[config.mk]
export PLATFORM = sky130hd
export DESIGN_NAME = seven_seg_mux_hex
export DESIGN_NICKNAME = d
export VERILOG_FILES = /design/src/rtl/seven_seg_mux_hex.sv
export SDC_FILE = /design/constraint.sdc
export NUM_CORES = 1
export LEC_CHECK = 0
export ABC_CLOCK_PERIOD_IN_PS = 3900
export BUFFER_PORTS_ARGS = -buffer_cell sky130_fd_sc_hd__buf_2
export CAP_MARGIN = 20
export CORE_ASPECT_RATIO = 1.1
export CORE_UTILIZATION = 38
export DETAILED_ROUTE_END_ITERATION = 7
export PLACE_DENSITY = 0.65
export SLEW_MARGIN = 20
export SYNTH_ARGS = -nofsm -noshare
export SYNTH_HDL_FRONTEND = slang
export SYNTH_SLANG_ARGS = --single-unit
[constraint.sdc]
create_clock -name clk -period 3.9 [get_ports clk]
set_input_delay 0.39 -clock clk [delete_from_list [all_inputs] [get_ports clk]]
set_output_delay 0.39 -clock clk [all_outputs]
set_load 0.1 [all_outputs]
[src/rtl/seven_seg_mux_hex.sv]
// seven_seg_mux_hex: time-multiplexed hex driver for a NUM_DIGITS-digit seven-segment display
//   clk          system clock
//   resetn       asynchronous active-low reset
//   value_in     packed hex value, nibble k shown on digit k (nibble 0 = rightmost digit)
//   dp_in        per-digit decimal point, 1 = lit
//   digit_en_in  per-digit enable, 1 = digit may be shown
//   lz_en        leading-zero suppression enable
//   segout       bit0..6 = segments a..g, bit7 = dp, polarity set by SEG_ACTIVE_LOW
//   digsel       one-hot digit select, polarity set by DIG_ACTIVE_LOW
//   frame_tick   one-cycle pulse when the input snapshot is taken
module seven_seg_mux_hex #(
  parameter int NUM_DIGITS     = 4,
  parameter int REFRESH_DIV    = 1024,
  parameter int BLANK_CYCLES   = 16,
  parameter bit SEG_ACTIVE_LOW = 1'b1,
  parameter bit DIG_ACTIVE_LOW = 1'b1
) (
  input  logic                    clk,
  input  logic                    resetn,
  input  logic [4*NUM_DIGITS-1:0] value_in,
  input  logic [NUM_DIGITS-1:0]   dp_in,
  input  logic [NUM_DIGITS-1:0]   digit_en_in,
  input  logic                    lz_en,
  output logic [7:0]              segout,
  output logic [NUM_DIGITS-1:0]   digsel,
  output logic                    frame_tick
);
  localparam int CW = $clog2(REFRESH_DIV);
  localparam int IW = NUM_DIGITS > 1 ? $clog2(NUM_DIGITS) : 1;
  // XOR with the idle level turns a lit-high pattern into the pin polarity
  localparam logic [7:0] SEG_OFF = {8{SEG_ACTIVE_LOW}};
  localparam logic [NUM_DIGITS-1:0] DIG_OFF = {NUM_DIGITS{DIG_ACTIVE_LOW}};
  logic [CW-1:0] cnt;
  logic [IW-1:0] idx;
  logic [4*NUM_DIGITS-1:0] value_sh;
  logic [NUM_DIGITS-1:0] dp_sh, en_sh;
  logic lz_sh;
  logic slot_end, frame_end, nz_above, suppress, vis;
  logic [3:0] nib;
  logic [6:0] glyph;
  assign slot_end  = cnt == CW'(REFRESH_DIV - 1);
  assign frame_end = slot_end && idx == IW'(NUM_DIGITS - 1);
  assign nib       = 4'(value_sh >> {idx, 2'b00});
  // a digit counts as nonzero only while it is enabled, so disabled digits never hold zeros on
  always_comb begin
    nz_above = 1'b0;
    for (int k = 0; k < NUM_DIGITS; k++)
      nz_above = nz_above | (k >= int'(idx) && en_sh[k] && value_sh[4*k +: 4] != 4'h0);
  end
  assign suppress = lz_sh && idx != '0 && !nz_above;
  assign vis      = en_sh[idx] && cnt >= CW'(BLANK_CYCLES) && !suppress;
  // lit-high g..a; unknown nibbles fall to the default bar pattern
  always_comb
    case (nib)
      4'h0: glyph = 7'b0111111;
      4'h1: glyph = 7'b0000110;
      4'h2: glyph = 7'b1011011;
      4'h3: glyph = 7'b1001111;
      4'h4: glyph = 7'b1100110;
      4'h5: glyph = 7'b1101101;
      4'h6: glyph = 7'b1111101;
      4'h7: glyph = 7'b0000111;
      4'h8: glyph = 7'b1111111;
      4'h9: glyph = 7'b1100111;
      4'hA: glyph = 7'b1110111;
      4'hB: glyph = 7'b1111100;
      4'hC: glyph = 7'b0111001;
      4'hD: glyph = 7'b1011110;
      4'hE: glyph = 7'b1111001;
      4'hF: glyph = 7'b1110001;
      default: glyph = 7'b1001001;
    endcase
  always_ff @(posedge clk or negedge resetn)
    if (!resetn) begin
      cnt        <= '0;
      idx        <= '0;
      value_sh   <= '0;
      dp_sh      <= '0;
      en_sh      <= '0;
      lz_sh      <= 1'b0;
      frame_tick <= 1'b0;
      segout     <= SEG_OFF;
      digsel     <= DIG_OFF;
    end else begin
      cnt <= slot_end ? '0 : cnt + 1'b1;
      if (slot_end) idx <= frame_end ? '0 : idx + 1'b1;
      if (frame_end) begin
        value_sh <= value_in;
        dp_sh    <= dp_in;
        en_sh    <= digit_en_in;
        lz_sh    <= lz_en;
      end
      frame_tick <= frame_end;
      segout     <= vis ? SEG_OFF ^ {dp_sh[idx], glyph} : SEG_OFF;
      digsel     <= vis ? DIG_OFF ^ (NUM_DIGITS'(1) << idx) : DIG_OFF;
    end
endmodule

Word level (Yosys, flattened, before mapping)

Memories as Yosys holds them, arrays and structs flattened.
Cells that the tools add are included.

Logic and storage cells: 53
Bits in latches: 0
Memory bits (read-only): 112
Input bits: 27
Memories kept: 1
Register bits after elaboration: 50
Output and inout port bits: 13
RAM bits: 0

Div/mod/pow operators: 0
Eq/ne operators: 2
Magnitude comparators: 5
Bitwise gates (word level): 5
Multiplexer cells: 8
Multiply operators: 0
$add $sub $neg: 2
Shifts and indexed selects: 2
Reductions and logical operators: 19

Memory list:

| name             | words | width | rd ports | clocked after Yosys merged registers in | write ports | RTL line | text |
|---|---|---|---|---|---|---|---|
| (name not given) | 16    | 7     | 1        | 0                                       | 0           | 54       | `case (nib)` |

Operator list:

| kind                                                                                 | number |
|---|---|
| 4-bit nonzero test                                                                   | 4 |
| 16-bit by 4-bit >> shifter with 4-bit output                                         | 1 |
| 1-bit logical AND                                                                    | 12 |
| 10-bit by 1-bit adder with 10-bit output, second input constant                      | 1 |
| 10-bit equality test, second input constant                                          | 1 |
| 10-bit by 5-bit greater-or-equal comparator with 1-bit output, second input constant | 1 |
| 10-bit two-way mux                                                                   | 1 |
| 8-bit two-way mux                                                                    | 1 |
| 8-bit NOT                                                                            | 1 |
| 1-bit binary-select mux with 2-bit select                                            | 2 |
| 1-bit by 2-bit greater-or-equal comparator with 1-bit output, first input constant   | 2 |
| 4-bit two-way mux                                                                    | 1 |
| 4-bit NOT                                                                            | 1 |
| 1-bit by 2-bit << shifter with 4-bit output, first input constant                    | 1 |
| 2-bit by 3-bit less-than comparator with 1-bit output, second input constant         | 1 |
| 1-bit bitwise OR                                                                     | 3 |
| 2-bit by 1-bit adder with 2-bit output, second input constant                        | 1 |
| 2-bit equality test, second input constant                                           | 1 |
| 2-bit greater-or-equal comparator, first input constant                              | 1 |
| 1-bit zero test                                                                      | 2 |
| 1-bit two-way mux                                                                    | 2 |
| 2-bit two-way mux                                                                    | 1 |
| 2-bit nonzero test                                                                   | 1 |

Depth between registers and ports, before layout

Gate-level depths: netlist of the first run.

Depth after elaboration: 11
Depth in mapped cells: 9
Mapped depth without buffers: 7

Worst setup path before layout of the first run

No wires, ideal clock.

Path kind: reg-to-reg
From: reg idx[0]
To: reg segout[0]
Buffers on the path: 2
Arrival: 2.078 ns
Cell stages (with the launch flop): 10
Setup slack: 1.753 ns
Required time: 3.831 ns
Cell sequence: dfrtp_1 -> buf_2 -> mux4_2 -> inv_1 -> ha_1 -> clkbuf_1 -> mux2i_1 -> a21oi_1 -> a21oi_1 -> o21ai_2

Longest elaborated chain between the ends: 11

RTL lines:

| item                                                       | RTL line | text |
|---|---|---|
| start: declaration                                         | 34       | `logic [IW-1:0] idx;` |
| start signal: assignment                                   | 86       | `if (slot_end) idx <= frame_end ? '0 : idx + 1'b1;` |
| branches (longest 10 deep; another with memory 16 x 7 bit) | n/a      |  |
| 8-bit two-way mux *                                        | 94       | `segout <= vis ? SEG_OFF ^ {dp_sh[idx], glyph} : SEG_OFF;` |
| end signal: assignment                                     | 94       |  |
| end: declaration                                           | 24       | `output logic [7:0] segout,` |

Every way passes the cells marked *. The select of a mux whose other input is x is not followed.
A chain may end at the register's enable or synchronous reset.

Final worst setup path of the first run

Same ends and word-level chain as after synthesis.

==> results of run 1 <==
[cell families (layout without fill, tap and decap cells)]
kind of cell             count (synthesis)  count (layout)  synth area share (%)
flip-flops                              50              50                  51.2
AND/OR/NAND/NOR                         39              39                  8.41
multiplexers                            37              37                  19.4
AO/OA/AOI/OAI                           32              32                  8.56
buffers and inverters                   18              58                  4.15
adder cells (fa/ha/maj)                 12              12                  6.08
XOR/XNOR                                 6               6                  2.13
[worst max-delay path: stages, from the launching register on]
cell     delay [ns]
dfrtp_1        0.61
mux4_2         0.62
inv_1          0.15
ha_1           0.34
mux2i_1        0.16
a21oi_1        0.17
a21oi_1        0.10
o21ai_2        0.15
[report_power, final]
| part | internal, mW | leakage [nW] | total, mW | switching (mW) |
|---|---|---|---|---|
| registers | 0.519 | 0.638 | 0.519 | 0 |
| logic | 0.00979 | 0.567 | 0.0228 | 0.0130 |
| clock network | 0.273 | 0.0714 | 0.442 | 0.168 |
[layer usage]
metal  routed length [µm]  part of all wire (%)  GRT usage, %  vias up
met4                   90                   2.0          6.94        0
li1                     -                     -             -      778
met1                 2200                    48          19.6      773
met2                 2080                    46          23.7       40
met5                    0                     0             0        -
met3                  196                   4.3          3.37        8
[state kept, by name, summed over array words and instances, names as in the netlist]
signal,cells
cnt,10
en_sh,4
segout,8
frame_tick,1
dp_sh,4
digsel,4
lz_sh,1
idx,2
value_sh,16
[stage by stage]
| step | util [%] | power, mW | setup WS [ns] | hold slack [ns] |
|---|---|---|---|---|
| finish | 45.8 | 0.983 | 1.53 | 0.179 |
| CTS | 45.8 | 0.999 | 1.54 | 0.196 |
| global placement | 43.5 | 0.552 | 1.68 | 0.491 |
| global route | 45.8 | 1.02 | 1.33 | 0.226 |
| floorplan | - | 0.529 | 1.75 | 0.0944 |
| detailed placement | 43.5 | 0.552 | 1.58 | 0.497 |
[area by class of cell]
type | instances | area share [%]
Clock buffer | 6 | 2.90
Clock inverter | 2 | 2.11
Inverter | 10 | 1.32
Multi-Input combinational cell | 126 | 38.7
Sequential cell | 50 | 44.4
Tap cell | 80 | 3.51
Timing Repair Buffer | 40 | 7.11
[how the worst max path moves through the flow]
| stage | end | slack, ns |
|---|---|---|
| 5_1_grt | segout[0] | 1.33 |
| 2_1_floorplan | segout[0] | 1.75 |
| 6_report | segout[0] | 1.53 |
| 3_5_place_dp | segout[0] | 1.58 |
| 3_3_place_gp | segout[0] | 1.68 |
| 4_1_cts | segout[0] | 1.54 |
[placed cells by master (no fill, tap or decap), types with 2 or more instances in the layout]
cell | netlist | layout
inv_1 | 9 | 9
mux2_2 | 26 | 26
mux4_2 | 4 | 4
a21oi_1 | 8 | 8
xor2_1 | 3 | 3
o221ai_1 | 3 | 3
and3_1 | 2 | 2
dfstp_2 | 12 | 12
nor2_1 | 4 | 4
xnor2_1 | 3 | 3
o21ai_0 | 9 | 9
mux2_4 | 3 | 3
nor3_1 | 2 | 2
nand2_1 | 13 | 13
mux2i_1 | 3 | 3
dfrtp_1 | 38 | 38
a31oi_1 | 2 | 2
bufinv_16 | 0 | 2
clkbuf_8 | 0 | 6
nor4_1 | 2 | 2
o31ai_1 | 2 | 2
nand3_1 | 5 | 5
ha_1 | 12 | 12
and4_1 | 2 | 2
buf_2 | 1 | 39
nand4_1 | 2 | 2
==> flow_summary.toml, run 1 <==
[flow_run]
maxCapViolations = 0

[pwr]
p_per_area_nw_per_um2 = 345
p_leak_nw = 1.28
vdd_drop_max_uv = 171

[cts]
numCtsBuffers = 5
htreeDepth = 2
cts.clk_slew.worst_paths_ns = 0.09
cts_hold_buf = 0
cts_sinks = 50
tritoncts = "built"
cts_buffer_depth = 2
clkLatencyLatePin_ns = 0.31
cts_setup_buffers = 0
cts.repair.resized = 0
cts_root_buf = "clkbuf_8"

[grt]
gr-total-overflow = 0
grt_pass1_vias = 1659
track_usage_pct = 15.0
grt_antenna_before_repair = 0
grt_pass1_wl_um = 7800
grt_max_degree = 51

[logic_synthesis]
yosysUniqueCellTypes = 44
syn_inst = 194
async_flop_share_pct = 100
ys_seq_area_share_pct = 51.2
yosysWarnings = 0
synth_area_leader_cell = "dfrtp_1"
synth-seq-cells = 50
synth.most_common_cell = "dfrtp_1"
netlist.area_leader.share_pct = 38.5
netlist_top_cells_count = "dfrtp_1, mux2_2, nand2_1"
avgSynthCellArea_um2 = 12.7
synth_edf_count = 0
mappedNetlistArea_um2 = 2470
synth_area_leaders = "dfrtp_1, dfstp_2, mux2_2, ha_1, mux4_2"
syn_nets = 233
synthFlopType = "dfrtp_1"

[critical_path]
start_kind = "flip-flop"
worstPathArrival_ns = 2.61
worstSetupStartpoint = "idx[0]"
ff2ff_setup_slack_ns = 1.53
rr_endpoint = "segout[0]"
endpoint_kind = "flip-flop"
cp_max_fo = 9
worstSetupPathType = "flip-flop to flip-flop"
reg2reg_depth = 7
reg2reg_from = "idx[0]"
cp.required_ns = 4.14

[placement]
portBuffers = 39
post-place-cells = 306
place_congestion = 0.854
placedInstanceArea_um2 = 2710
dp_hpwl_um = 3150

[cells_and_area]
layout.cells.non_filler = 314
diodes = 0
layout.area.seq_um2 = 1270
nFillCells = 610
final_nets = 272
multi_input_area_um2 = 1100
fin_area_um2 = 2850
layout-drive-gt1-share_pct = 43.2
area_growth_pct = 15.4

[routing]
drt-total-wl_um = 4560
post_drt_wl_per_cell_um = 14.5
drcViolationCount = 0
drtIter0Drc = 131
vias = 1599
via_per_inst = 5.09
firstDrtPassIters = 4
ant_nets = 0

[sta]
slew_violations = 0
min_period_over_period_pct = 60.8
rsz0062_at_grt = "no"
slew_headroom_pct = 51.9
max_freq_mhz = 422
tightest_slew_ns = 0.720
layout_min_cycle_time_ns = 2.37
worst_clock_skew_ns = 0.00603
fin_tns_setup_ns = 0
finalSetupViolations = 0
finalHoldViolCount = 0

[floorplanning]
dieArea_um2 = 6830
fp.dieH_um = 86.6
core_um2 = 6230
pin_count = 40
rows = 30
die_w_um = 78.9
initial_core_util_pct = 39.7

[outcome]
status = "completed"

[worst_hold_path]
hp-class = "input port to asynchronous set/reset pin"
Power figures use the tool's default switching activity.
==> inputs of run 2 (changes only) <==
- ABC_AREA: not set -> 1
- ABC_CLOCK_PERIOD_IN_PS: 3900 -> 2009
- PLACE_DENSITY: 0.65 -> 0.67
- clock period: 3.9 -> 2.01 ns (I/O delays scaled with it)
==> flow_summary.toml, run 2 <==
[critical_path]
crit_chain = "inv_2, nand3_1, nand2_1, inv_1, ha_1, inv_1, nand3_1, nand2_1, nor2_1, nor2_1, nand2_1"
worst-path-buf-inv = 3
worstSetupPathType = "flip-flop to flip-flop"
cp_top_family = "simple AND/OR/NAND/NOR gates"
cpMostUsedCell = "nand2_1"
ff2ff_setup_slack_ns = 0.23
rr_endpoint = "segout[6]"
slowest_delay_ns = 0.51
start_kind = "flip-flop"
crit_slowest_cell = "dfrtp_2"
cp.required_ns = 2.25
worstPathArrival_ns = 2.02
endpoint_kind = "flip-flop"
reg2reg_from = "idx[1]"
reg2reg_depth = 11
cp_max_fo = 13

[routing]
vias = 2228
ant_nets = 0
drcViolationCount = 0
via_per_inst = 4.76
drtIter0Drc = 45
firstDrtPassIters = 4
post_drt_wl_per_cell_um = 11.5
drt-total-wl_um = 5380

[sta]
max_freq_mhz = 561
slew_violations = 0
layout_min_cycle_time_ns = 1.78
worst_clock_skew_ns = 0.0117
rsz0062_at_grt = "no"
finalHoldViolCount = 0
tightest_slew_ns = 0.496
slew_headroom_pct = 66.9
fin_tns_setup_ns = 0
min_period_over_period_pct = 88.7
finalSetupViolations = 0

[logic_synthesis]
syn_nets = 383
netlist_top_cells_count = "nand2_1, nand3_1, dfrtp_1"
ys_seq_area_share_pct = 47.2
mappedNetlistArea_um2 = 2680
avgSynthCellArea_um2 = 7.80
synth-seq-cells = 50
yosysUniqueCellTypes = 26
synth_area_leaders = "dfrtp_1, nand2_1, dfstp_2, nand3_1, ha_1"
synth_area_leader_cell = "dfrtp_1"
synth_edf_count = 0
synth.most_common_cell = "nand2_1"
yosysWarnings = 0
async_flop_share_pct = 100
synthFlopType = "dfrtp_1"
netlist.area_leader.share_pct = 35.4
syn_inst = 344

[floorplanning]
rows = 31
fp.dieH_um = 90.1
core_um2 = 6710
die_w_um = 82.1
initial_core_util_pct = 40.0
dieArea_um2 = 7400
pin_count = 40

[placement]
dp_hpwl_um = 4030
portBuffers = 39
place_congestion = 0.867

[cells_and_area]
top_regs = "value_sh: 16 flops, cnt: 10 flops, segout: 8 flops"
final_common_cell = "nand2_1"
area_growth_pct = 14.3
nFillCells = 674
final_nets = 424
largest_register = "value_sh"
largest_register_ffs = 16
layout-drive-gt1-share_pct = 19.7
diodes = 0
final_cell_mix = "nand2_1, nand3_1, buf_2"
final_core_util_pct = 45.7

[flow_run]
maxCapViolations = 0

[grt]
grt_max_degree = 31
track_usage_pct = 16.3
grt_pass1_vias = 2182
gr-total-overflow = 0
grt_antenna_before_repair = 0
grt_pass1_wl_um = 9490

[cts]
clkLatencyLatePin_ns = 0.31
cts_sinks = 50
htreeDepth = 2
tritoncts = "built"
cts_root_buf = "clkbuf_8"
cts_buffer_depth = 2
cts_setup_buffers = 0
numCtsBuffers = 5
cts.clk_slew.worst_paths_ns = 0.10

[worst_hold_path]
hold_start = "lz_en"
min_to = "lz_sh"
hp-class = "input port to flip-flop"
holdPathStages = 3

[pwr]
p_leak_nw = 1.65
vdd_drop_max_uv = 402
p_per_area_nw_per_um2 = 537

[outcome]
status = "completed"
==> run 2: worst max path at each step <==
stage                 from         to  cells after the start
finish              idx[1]  segout[6]                     11
global route        idx[1]  segout[6]                     11
CTS                 idx[1]  segout[6]                     11
detailed placement  idx[1]  segout[6]                     11
global placement    idx[1]  segout[6]                     11
floorplan           idx[1]  segout[6]                     13
==> run 2: layout make-up <==
| class | instances | area, µm² | area share [%] |
|---|---|---|---|
| multi-input cells | 253 | 1220 | 39.7 |
| inverters | 28 | 105 | 3.43 |
| clock buffers | 5 | 68.8 | 2.24 |
| well taps | 82 | 103 | 3.35 |
| flip-flops and latches | 50 | 1270 | 41.3 |
| repair buffers | 47 | 283 | 9.22 |
| clock inverters | 3 | 21.3 | 0.694 |
==> run 2: cell families after synthesis <==
family	Yosys count	share of synthesized area [%]
XOR/XNOR	6	1.96
flip-flops	50	47.2
adder cells (fa/ha/maj)	12	5.60
buffers and inverters	41	7.37
AO/OA/AOI/OAI	11	2.29
AND/OR/NAND/NOR	224	35.6
==> run 2: report_power, final <==
group          total, mW  internal, mW  switching [mW]  leakage [nW]
registers           1.01          1.01               0         0.509
logic             0.0486        0.0225          0.0261          1.10
clock network      0.590         0.245           0.345        0.0441
==> run 2: layer usage <==
layer / global-route usage, % / part of all wire (%) / vias to the layer above
met4: 4.68 / 1.4 / 0
met3: 2.94 / 3.1 / 7
met5: 0 / 0 / -
met1: 20.2 / 45 / 1026
li1: - / - / 1158
met2: 28.1 / 50 / 37
==> run 2: repair_timing <==
item / 4_1_cts / 5_1_grt
hold buffers: 1 / 0
gates resized for setup: 0 / 1
hold endpoints to repair: 8 / 0
setup endpoints to repair: 0 / 1
==> run 2: metrics by stage <==
| step | instances | hold slack [ns] | area, µm² | power (mW) | setup slack, ns |
|---|---|---|---|---|---|
| after floorplan | 344 | -0.0946 | 2680 | 1.03 | 0.320 |
| after global placement | 459 | 0.198 | 2970 | 1.07 | 0.259 |
| after detailed placement | 459 | 0.200 | 2970 | 1.08 | 0.176 |
| after CTS | 468 | 0.111 | 3070 | 1.67 | 0.161 |
| after global routing | 468 | 0.128 | 3070 | 1.70 | 0.0579 |
| final | 468 | 0.115 | 3070 | 1.65 | 0.228 |
==> run 2: worst reg2reg max path, delay by kind of cell, from the launching register on <==
family	cells	cell delay, ns
flip-flops	1	0.51
adder cells (fa/ha/maj)	1	0.21
AND/OR/NAND/NOR	7	0.63
buffers and inverters	3	0.36
==> inputs of run 3 (changes only) <==
- ABC_CLOCK_PERIOD_IN_PS: 2009 -> 1700
- CORE_UTILIZATION: 38 -> 45
- PLACE_DENSITY: 0.67 -> 0.73
- clock period: 2.01 -> 1.7 ns (I/O delays scaled with it)
==> flow_summary.toml, run 3 (synthesized netlist as in run 2, its figures left out) <==
[cells_and_area]
final_nets = 439
largest_register = "value_sh"
top_regs = "value_sh: 16 flops, cnt: 10 flops, segout: 8 flops"
layout.cells.non_filler = 478
final_cell_mix = "nand2_1, nand3_1, buf_2"
diodes = 0
largest_register_ffs = 16
final_core_util_pct = 55.9
layout-drive-gt1-share_pct = 24.2
final_common_cell = "nand2_1"
area_growth_pct = 20.2

[cts]
cts_buffer_depth = 2
htreeDepth = 2
numCtsBuffers = 5
cts.clk_slew.worst_paths_ns = 0.09
clkLatencyLatePin_ns = 0.30
cts_sinks = 50
tritoncts = "built"
cts_root_buf = "clkbuf_8"

[routing]
drtIter0Drc = 97
post_drt_wl_per_cell_um = 12.0
via_per_inst = 4.92
vias = 2351
firstDrtPassIters = 4
ant_nets = 0
drt-total-wl_um = 5750
drcViolationCount = 0

[critical_path]
cp_top_family = "simple AND/OR/NAND/NOR gates"
rr_endpoint = "segout[0]"
worstPathArrival_ns = 1.87
worst-path-buf-inv = 2
worstSetupStartpoint = "idx[0]"
crit_cells = 9
slowest_delay_ns = 0.42
critPathCapture = "segout[0]"
reg2reg_depth = 9
endpoint_kind = "flip-flop"
ff2ff_setup_slack_ns = 0.06
worstSetupPathType = "flip-flop to flip-flop"
reg2reg_from = "idx[0]"
start_kind = "flip-flop"
cp_max_fo = 7
crit_slowest_cell = "dfrtp_1"
crit_chain = "buf_6, nand2_1, nand3_1, nand2_2, buf_4, ha_1, or2_2, nand2_1, nand3_1"
cp.required_ns = 1.93

[pwr]
p_int_mw = 1.55
switchingPower_mw = 0.408
finalPower_mw = 1.96
p_clk_share_pct = 36.3
vdd_drop_max_uv = 529
p_leak_nw = 1.72
p_per_area_nw_per_um2 = 607
combPwrFrac_pct = 3.0
p_seq_share_pct = 60.8
switching_share_pct = 20.8

[sta]
max_freq_mhz = 611
finalHoldViolCount = 0
rsz0062_at_grt = "yes"
worst_clock_skew_ns = 0.00485
slew_headroom_pct = 67.8
layout_min_cycle_time_ns = 1.64
min_period_over_period_pct = 96.3
finalSetupViolations = 0
finalWorstSetupSlack_ns = 0.0637
tightest_slew_ns = 0.486
slew_violations = 0
fin_tns_setup_ns = 0

[floorplanning]
fp.dieH_um = 83.0
dieArea_um2 = 6270
core_um2 = 5770
die_w_um = 75.6
pin_count = 40
initial_core_util_pct = 46.5
rows = 29

[placement]
portBuffers = 39
post-place-cells = 461
dp_hpwl_um = 4120
place_congestion = 0.886
pre_cts_ws_ns = -0.0239

[outcome]
status = "completed"

[grt]
met3_usage_pct = 3.64
grt_antenna_before_repair = 0
grt.busiest_layer = "met2"
grt_pass1_wl_um = 9760
track_usage_pct = 20.2
gr-total-overflow = 0
grt_pass1_vias = 2271
grt_use_met1_pct = 25.1
grt_max_degree = 51
grt_util_met2_pct = 34.5

[worst_hold_path]
hp-class = "input port to flip-flop"

[flow_run]
maxCapViolations = 0
## run 3: worst min-delay path by stage
stage,startpoint,endpoint,depth (start not counted)
2_1_floorplan,resetn,cnt[0],0
3_3_place_gp,resetn,value_sh[10],2
3_5_place_dp,resetn,value_sh[10],2
4_1_cts,lz_en,lz_sh,3
5_1_grt,dp_in[0],dp_sh[0],3
6_report,lz_en,lz_sh,3
## run 3: power by group through the flow
| stage | registers, mW | clock network, mW | logic, mW |
|---|---|---|---|
| after CTS | 1.19 | 0.736 | 0.0602 |
| final | 1.19 | 0.710 | 0.0578 |
| after global routing | 1.19 | 0.783 | 0.0666 |
| after detailed placement | 1.21 | 0 | 0.0583 |
| after global placement | 1.21 | 0 | 0.0573 |
| after floorplan | 1.21 | 0 | 0.00000814 |
## run 3: final cells by class
class                      instances  area (µm²)
sequential                        50        1270
fill                             542        2540
inverter                          28         110
tap                               77        96.3
timing repair buffer              62         409
clock buffer                       8        90.1
multi-input combinational        253        1250
## run 3: metrics by stage
step	cell area [µm²]	hold WS [ns]
6_report	3230	0.0956
3_5_place_dp	3020	0.180
4_1_cts	3130	0.0873
3_3_place_gp	3020	0.181
5_1_grt	3230	0.108
2_1_floorplan	2680	-0.126
## run 3: repair_timing
item	4_1_cts	5_1_grt
resized for setup	2	12
endpoints found under the setup margin	1	36
hold buffers	1	0
pin swaps	0	1
endpoints found under the hold margin	38	0
setup buffers	0	8
## run 3: tightest hold or removal path: stages
cell     delay, ns
buf_2         0.07
nand3_1       0.06
nand2_1       0.06
## run 3: routing by layer
metal	vias to the layer above	part of all wire, %
met1	1104	44
li1	1192	-
met2	45	52
met5	-	0
met4	0	2.0
met3	10	2.2
